**src/rtl/inst_fetch_queue.sv**
```systemverilog
// Instruction fetch stage: sequential PC generation, credit-limited imem requests, and an
// in-order response queue presented to decode on a valid/ready handshake, flushed by redirects.
module inst_fetch_queue #(
    parameter logic [31:0] RESET_PC = 32'h0000_0000,
    parameter int          DEPTH    = 4
) (
    input  logic        clk,
    input  logic        rst_n,
    output logic        imem_req_o,
    output logic [31:0] imem_addr_o,
    input  logic        imem_gnt_i,
    input  logic        imem_rvalid_i,
    input  logic [31:0] imem_rdata_i,
    input  logic        imem_err_i,
    input  logic        redirect_i,
    input  logic [31:0] redirect_pc_i,
    output logic        inst_valid_o,
    input  logic        inst_ready_i,
    output logic [31:0] inst_o,
    output logic [31:0] pc_o,
    output logic        inst_err_o
);

    localparam int              PTR_W   = $clog2(DEPTH);
    localparam int              CNT_W   = PTR_W + 1;
    localparam logic [CNT_W:0]  DEPTH_C = (CNT_W + 1)'(DEPTH);
    localparam logic [31:0]     NOP     = 32'h0000_0013;

    typedef struct packed {
        logic [31:0] inst;
        logic [31:0] pc;
        logic        err;
    } entry_t;

    entry_t             q_mem [DEPTH];
    logic [PTR_W-1:0]   head;
    logic [PTR_W-1:0]   tail;
    logic [CNT_W-1:0]   occupancy;
    logic [CNT_W-1:0]   outstanding;
    logic [CNT_W-1:0]   drop_cnt;
    logic [31:0]        fetch_pc;
    logic [31:0]        resp_pc;

    logic               grant;
    logic               rsp_drop;
    logic               push;
    logic               pop;
    logic [CNT_W:0]     credit_used;
    logic [31:0]        redirect_target;
    logic               unused_pc_lsb;
    entry_t             head_entry;

    assign redirect_target = {redirect_pc_i[31:2], 2'b00};
    assign unused_pc_lsb   = ^redirect_pc_i[1:0];

    // Grants still to be dropped hold credit too, so a response always finds a free slot.
    assign credit_used = {1'b0, occupancy} + {1'b0, outstanding};

    // NOTE: outputs are gated by rst_n combinationally so they read 0 for the whole reset
    // window, not just from the first reset edge onward.
    assign imem_req_o  = rst_n && !redirect_i && (credit_used < DEPTH_C);
    assign imem_addr_o = fetch_pc;

    assign grant    = imem_req_o && imem_gnt_i;
    assign rsp_drop = (drop_cnt != '0);
    assign push     = rst_n && imem_rvalid_i && !rsp_drop && !redirect_i;
    assign pop      = inst_valid_o && inst_ready_i;

    assign head_entry   = q_mem[head];
    assign inst_valid_o = rst_n && (occupancy != '0);
    assign inst_err_o   = rst_n && head_entry.err;
    assign inst_o       = !rst_n ? 32'h0 : (head_entry.err ? NOP : head_entry.inst);
    assign pc_o         = rst_n ? head_entry.pc : 32'h0;

    // NOTE: state uses non-blocking assignments so every register samples pre-edge values.
    always_ff @(posedge clk) begin
        if (!rst_n) begin
            fetch_pc    <= RESET_PC;
            resp_pc     <= RESET_PC;
            head        <= '0;
            tail        <= '0;
            occupancy   <= '0;
            outstanding <= '0;
            drop_cnt    <= '0;
        end else if (redirect_i) begin
            // No grant is possible this cycle, so only a same-cycle response shrinks the count.
            fetch_pc    <= redirect_target;
            resp_pc     <= redirect_target;
            head        <= '0;
            tail        <= '0;
            occupancy   <= '0;
            outstanding <= outstanding - CNT_W'(imem_rvalid_i);
            drop_cnt    <= outstanding - CNT_W'(imem_rvalid_i);
        end else begin
            if (grant) begin
                fetch_pc <= fetch_pc + 32'd4;
            end
            outstanding <= outstanding + CNT_W'(grant) - CNT_W'(imem_rvalid_i);
            if (imem_rvalid_i && rsp_drop) begin
                drop_cnt <= drop_cnt - 1'b1;
            end
            if (push) begin
                tail    <= tail + 1'b1;
                resp_pc <= resp_pc + 32'd4;
            end
            if (pop) begin
                head <= head + 1'b1;
            end
            occupancy <= occupancy + CNT_W'(push) - CNT_W'(pop);
        end
    end

    // NOTE: queue storage has no reset; occupancy alone decides which slots are meaningful.
    always_ff @(posedge clk) begin
        if (push) begin
            q_mem[tail] <= '{inst: imem_rdata_i, pc: resp_pc, err: imem_err_i};
        end
    end

endmodule

```
**config.mk**
```make
export PLATFORM = sky130hd
export DESIGN_NAME = inst_fetch_queue
export DESIGN_NICKNAME = d
export VERILOG_FILES = /design/src/rtl/inst_fetch_queue.sv
export SDC_FILE = /design/constraint.sdc
export NUM_CORES = 1
export LEC_CHECK = 0
export CAP_MARGIN = 20
export CORE_UTILIZATION = 50
export CTS_CLUSTER_SIZE = 12
export DETAILED_ROUTE_END_ITERATION = 7
export GPL_ROUTABILITY_DRIVEN = 0
export PLACE_DENSITY = 0.83
export SETUP_SLACK_MARGIN = 0.3
export SLEW_MARGIN = 20
export SYNTH_ARGS = -nofsm -noshare
export SYNTH_HDL_FRONTEND = slang
export SYNTH_SLANG_ARGS = --single-unit
```
**constraint.sdc**
```tcl
create_clock -name clk -period 10.1 [get_ports clk]
set_input_delay 3.03 -clock clk [delete_from_list [all_inputs] [get_ports clk]]
set_output_delay 3.03 -clock clk [all_outputs]
set_load 0.02 [all_outputs]
```
# Word-level counts from Yosys, hierarchy flattened
# Memory sizes are Yosys's and may differ from the RTL's. A register that Yosys moved wholly into a read port is not among the register bits.
# Index checks and enable logic that the tools add are counted.
[classes]
n_addsub = 11
order_cmp = 1
mux = 14
n_bitwise = 1
n_reduce_logical = 18
[op_table]
columns = ["operator", "count"]
rows = [
  ["32-bit two-way mux", 7],
  ["32-bit by 3-bit adder with 32-bit output, second input constant", 2],
  ["1-bit logical AND", 10],
  ["3-bit two-way mux", 3],
  ["3-bit by 1-bit subtractor with 3-bit output", 3],
  ["3-bit by 1-bit adder with 3-bit output", 2],
  ["2-bit nonzero test", 3],
  ["3-bit nonzero test", 2],
  ["2-bit by 1-bit adder with 2-bit output, second input constant", 2],
  ["3-bit by 3-bit adder with 4-bit output", 1],
  ["4-bit by 3-bit less-than comparator with 1-bit output, second input constant", 1],
  ["2-bit two-way mux", 2],
  ["3-bit by 1-bit subtractor with 3-bit output, second input constant", 1],
  ["1-bit logical NOT", 2],
  ["1-bit two-way mux", 2],
  ["2-bit OR reduction", 1],
  ["1-bit inverter", 1],
]
[word_totals]
reg_bits = 77
ram_bits = 260
elab_cells = 55
n_memories = 1
[memory_table]
columns = ["name", "words", "word_bits", "read_ports", "rd_clocked_by_memory_dff", "wr", "line", "rtl"]
rows = [
  ["q_mem", 4, 65, 1, 1, 1, "35", "entry_t q_mem [DEPTH];"],
]

# Longest topological paths before layout
[logic_depth]
word_depth = 7
depth_mapped = 13

# Worst setup path after synthesis
# OpenSTA, ideal clock, no wires.
[synth_path]
path_type = "in2out"
startpoint = "input port rst_n"
endpoint = "output port imem_req_o"
arrival_ns = 4.024
path_slack_ns = 3.046
cell_stages = 4
n_path_buf = 2
path_cell_list = "buf_4 nand2b_1 clkbuf_1 nor3_1"
[synth_via]
elab_chain_cells = 2
[synth_lines]
columns = ["item", "line", "rtl"]
rows = [
  ["start, declared", "8", "input logic rst_n,"],
  ["1-bit logical AND (2 in a row)", "61", "assign imem_req_o = rst_n && !redirect_i && (credit_used < DEPTH_C);"],
  ["end, declared", "9", "output logic imem_req_o,"],
]
# No other way between the ends.

# Worst setup path in the final report
[layout_path]
startpoint = "input port rst_n"
endpoint = "output port inst_o[4]"
[layout_via]
elab_chain_cells = 1
[layout_lines]
columns = ["item", "line", "rtl"]
rows = [
  ["32-bit two-way mux", "72", "assign inst_o = !rst_n ? 32'h0 : (head_entry.err ? NOP : head_entry.inst);"],
  ["end, declared", "19", "output logic [31:0] inst_o,"],
]
# No other way between the ends.

==> flow_metrics.env <==
export IMPL_end_kind="primary output"
export IMPL_fmax_ghz=0.1250
export IMPL_ioPinCount=170
export IMPL_arrival_ns=4.97
export IMPL_grt_antenna_before_repair=0
export IMPL_finalSetupTns_ns=0
export IMPL_crit_buf_inv=3
export IMPL_synth_edf_count=252
export IMPL_grt_pass1_wl_mm=46.05
export IMPL_required_ns=7.07
export IMPL_avgViaCountPerCell=5.830
export IMPL_hold_buffers=0
export IMPL_drt_iter0_markers=736
export IMPL_htree_levels=2
export IMPL_crit_start="rst_n"
export IMPL_dp_hpwl_mm=18.46
export IMPL_async_flop_share=0
export IMPL_nNetsFinal=1176
export IMPL_start_util=0.5108
export IMPL_min_path_cells=2
export IMPL_routedWlPerCell_um=20.12
export IMPL_grt_remaining_overflow=0
export IMPL_cts_setup_buffers=0
export IMPL_reg2reg_from="outstanding[2]$_SDFF_PN0_"
export IMPL_hp_start="tail[1]$_SDFFE_PP0P_"
export IMPL_reg2regPathDepth=12
export IMPL_grt_max_degree=78
export IMPL_drc=0
export IMPL_path_depth=4
export IMPL_synth_warnings=0
export IMPL_drv_cap=0
export IMPL_synth_seq_cells=327
export IMPL_ir_drop_mv=0.1011
export IMPL_n_fill_cell=1975
export IMPL_routed_wl_mm=29.09
export IMPL_min_path_type="reg -> reg"
export IMPL_tritoncts="done"
export IMPL_netlist_area_um2=13770
export IMPL_antenna_left=0
export IMPL_n_antenna_cell=0
export IMPL_drv_slew=0
export IMPL_dpl_cell_area_um2=15690
export IMPL_clock_sinks=327
export IMPL_period_minus_slack_ns=7.998
export IMPL_fin_skew_ns=0.01697
export IMPL_setup_viol=0
export IMPL_status="complete, no violations"
export IMPL_crit_chain="buf_2, inv_1, nor2_1, clkdlybuf4s50_1"
export IMPL_portBuffers=163
export IMPL_clk_latency_ns=0.51
export IMPL_synthCells=925
export IMPL_ys_flop_type="edfxtp_1"
export IMPL_clk_pin_slew_ns=0.06
export IMPL_worstSetupStartpointType="input pin"
export IMPL_grt_usage=0.2115
export IMPL_design_area_um2=16700
export IMPL_slowest_stage="clkdlybuf4s50_1"
export IMPL_clk_path_buf_depth=3
export IMPL_die_w_um=167.9
export IMPL_hold_viol_final=0
export IMPL_grt_pass1_vias=8359
export IMPL_crit_type="in -> out"
export IMPL_via_count=8430
export IMPL_hold_ws_ns=0.5103
export IMPL_drive_above_1_share=0.1240
export IMPL_cts_resized=0
export IMPL_die_area_um2=28200
export IMPL_leakagePower_nw=5.392
export IMPL_core_region_area_um2=26950
export IMPL_synthDistinctLibCells=58
export IMPL_slew_headroom=0.3526
export IMPL_ys_seq_area_frac=0.6588
export IMPL_cts_buffers=35
export IMPL_final_common_cell="edfxtp_1"
export IMPL_worst_pin_slew_ns=0.9701
export IMPL_dr_pass1_iters=5
export IMPL_syn_avg_cell_area_um2=14.88
export IMPL_cp_top_family="buffers and inverters"
export IMPL_clockRootBuffer="clkbuf_16"
export IMPL_fin_crit_sh=0.7919
export IMPL_die_h_um=167.9
export IMPL_area_growth_syn_to_layout_pct=21.31
export IMPL_row_count=60
export IMPL_slowest_delay_ns=0.64
export IMPL_layout_common_cells="edfxtp_1, clkdlybuf4s50_1, dfxtp_1"
export IMPL_power_density_nw_per_um2=172.7
export IMPL_rsz0062_at_grt="no"
export IMPL_path_max_fanout=35
==> report_power, final <==
part / internal (mW) / switching, mW
registers: 1.48 / 0.0400
clock network: 0.669 / 0.473
logic: 0.104 / 0.116
==> layer usage <==
metal / GRT usage / routed length (um)
met1: 0.2978 / 12450
met2: 0.3371 / 13600
met3: 0.04396 / 2541
met4: 0.05465 / 490
met5: 0 / 0
==> worst reg2reg max path, delay by kind of cell, from the launching register on <==
| kind | cells | cell delay (ns) |
|---|---|---|
| AND/OR/NAND/NOR | 3 | 1.22 |
| adder cells (fa/ha/maj) | 4 | 1.18 |
| flip-flops | 1 | 0.39 |
| buffers and inverters | 2 | 0.31 |
| XOR/XNOR | 2 | 0.30 |
| AO/OA/AOI/OAI | 1 | 0.20 |
==> path summary, 6_finish.rpt <==
kind	to	slack, ns
setup / recovery	inst_o[4]	2.10
hold / removal	tail[1]$_SDFFE_PP0P_	0.51
setup reg to reg	outstanding[2]$_SDFF_PN0_	6.36
hold reg to reg	tail[1]$_SDFFE_PP0P_	0.51
==> cells by family (layout without fill, tap and decap cells) <==
logic type / after synthesis / count (layout) / share of synthesized area
multiplexers: 68 / 68 / 0.1069
AND/OR/NAND/NOR: 270 / 270 / 0.1120
adder cells (fa/ha/maj): 18 / 18 / 0.01745
flip-flops: 327 / 327 / 0.6588
XOR/XNOR: 52 / 52 / 0.03309
other: 1 / 4 / 0.0002724
AO/OA/AOI/OAI: 116 / 116 / 0.04854
buffers and inverters: 73 / 250 / 0.02300
==> sequential cells by signal, indices dropped and copies added, names as in the netlist, named ones only <==
| signal | flops |
|---|---|
| occupancy | 3 |
| resp_pc | 30 |
| q_mem | 252 |
| drop_cnt | 3 |
| outstanding | 3 |
| imem_addr_o | 30 |
| head | 2 |
| tail | 2 |
==> layout make-up <==
| class | instances | area (um^2) | area share |
|---|---|---|---|
| tap | 341 | 426.7 | 0.02555 |
| sequential | 327 | 9074 | 0.5434 |
| clock inverter | 9 | 41.29 | 0.002473 |
| multi-input combinational | 528 | 4399 | 0.2635 |
| clock buffer | 46 | 969.7 | 0.05807 |
| timing repair buffer | 174 | 1709 | 0.1024 |
| inverter | 21 | 78.83 | 0.004721 |
==> synthesized netlist by cell type, types with 5 or more instances <==
| cell | number | share of area |
|---|---|---|
| edfxtp_1 | 252 | 0.55 |
| and3_1 | 17 | 0.0077 |
| nor2_1 | 35 | 0.0095 |
| nor2b_1 | 30 | 0.014 |
| buf_2 | 7 | 0.0025 |
| dfxtp_1 | 75 | 0.11 |
| nand3_1 | 28 | 0.010 |
| and2_1 | 38 | 0.017 |
| nand4_1 | 28 | 0.013 |
| a21oi_1 | 46 | 0.017 |
| or4_1 | 5 | 0.0027 |
| and4_1 | 6 | 0.0038 |
| o22ai_1 | 5 | 0.0023 |
| buf_4 | 5 | 0.0027 |
| xnor2_1 | 26 | 0.017 |
| nand2_1 | 48 | 0.013 |
| inv_1 | 20 | 0.0055 |
| mux4_2 | 63 | 0.10 |
| a31oi_1 | 11 | 0.0050 |
| xor2_1 | 26 | 0.017 |
| clkbuf_1 | 36 | 0.0098 |
| o21ai_0 | 35 | 0.013 |
| nor3_1 | 9 | 0.0033 |
| ha_1 | 16 | 0.015 |
==> through the flow <==
step | util | setup slack (ns) | instances | power, mW
floorplan | - | 3.046 | 928 | 1.663
global placement | 0.5820 | 1.953 | 1391 | 1.761
detailed placement | 0.5820 | 1.786 | 1391 | 1.769
CTS | 0.6195 | 1.782 | 1446 | 2.908
global route | 0.6196 | 1.901 | 1446 | 2.980
finish | 0.6196 | 2.102 | 1446 | 2.885
Power figures use the tool's default switching activity.
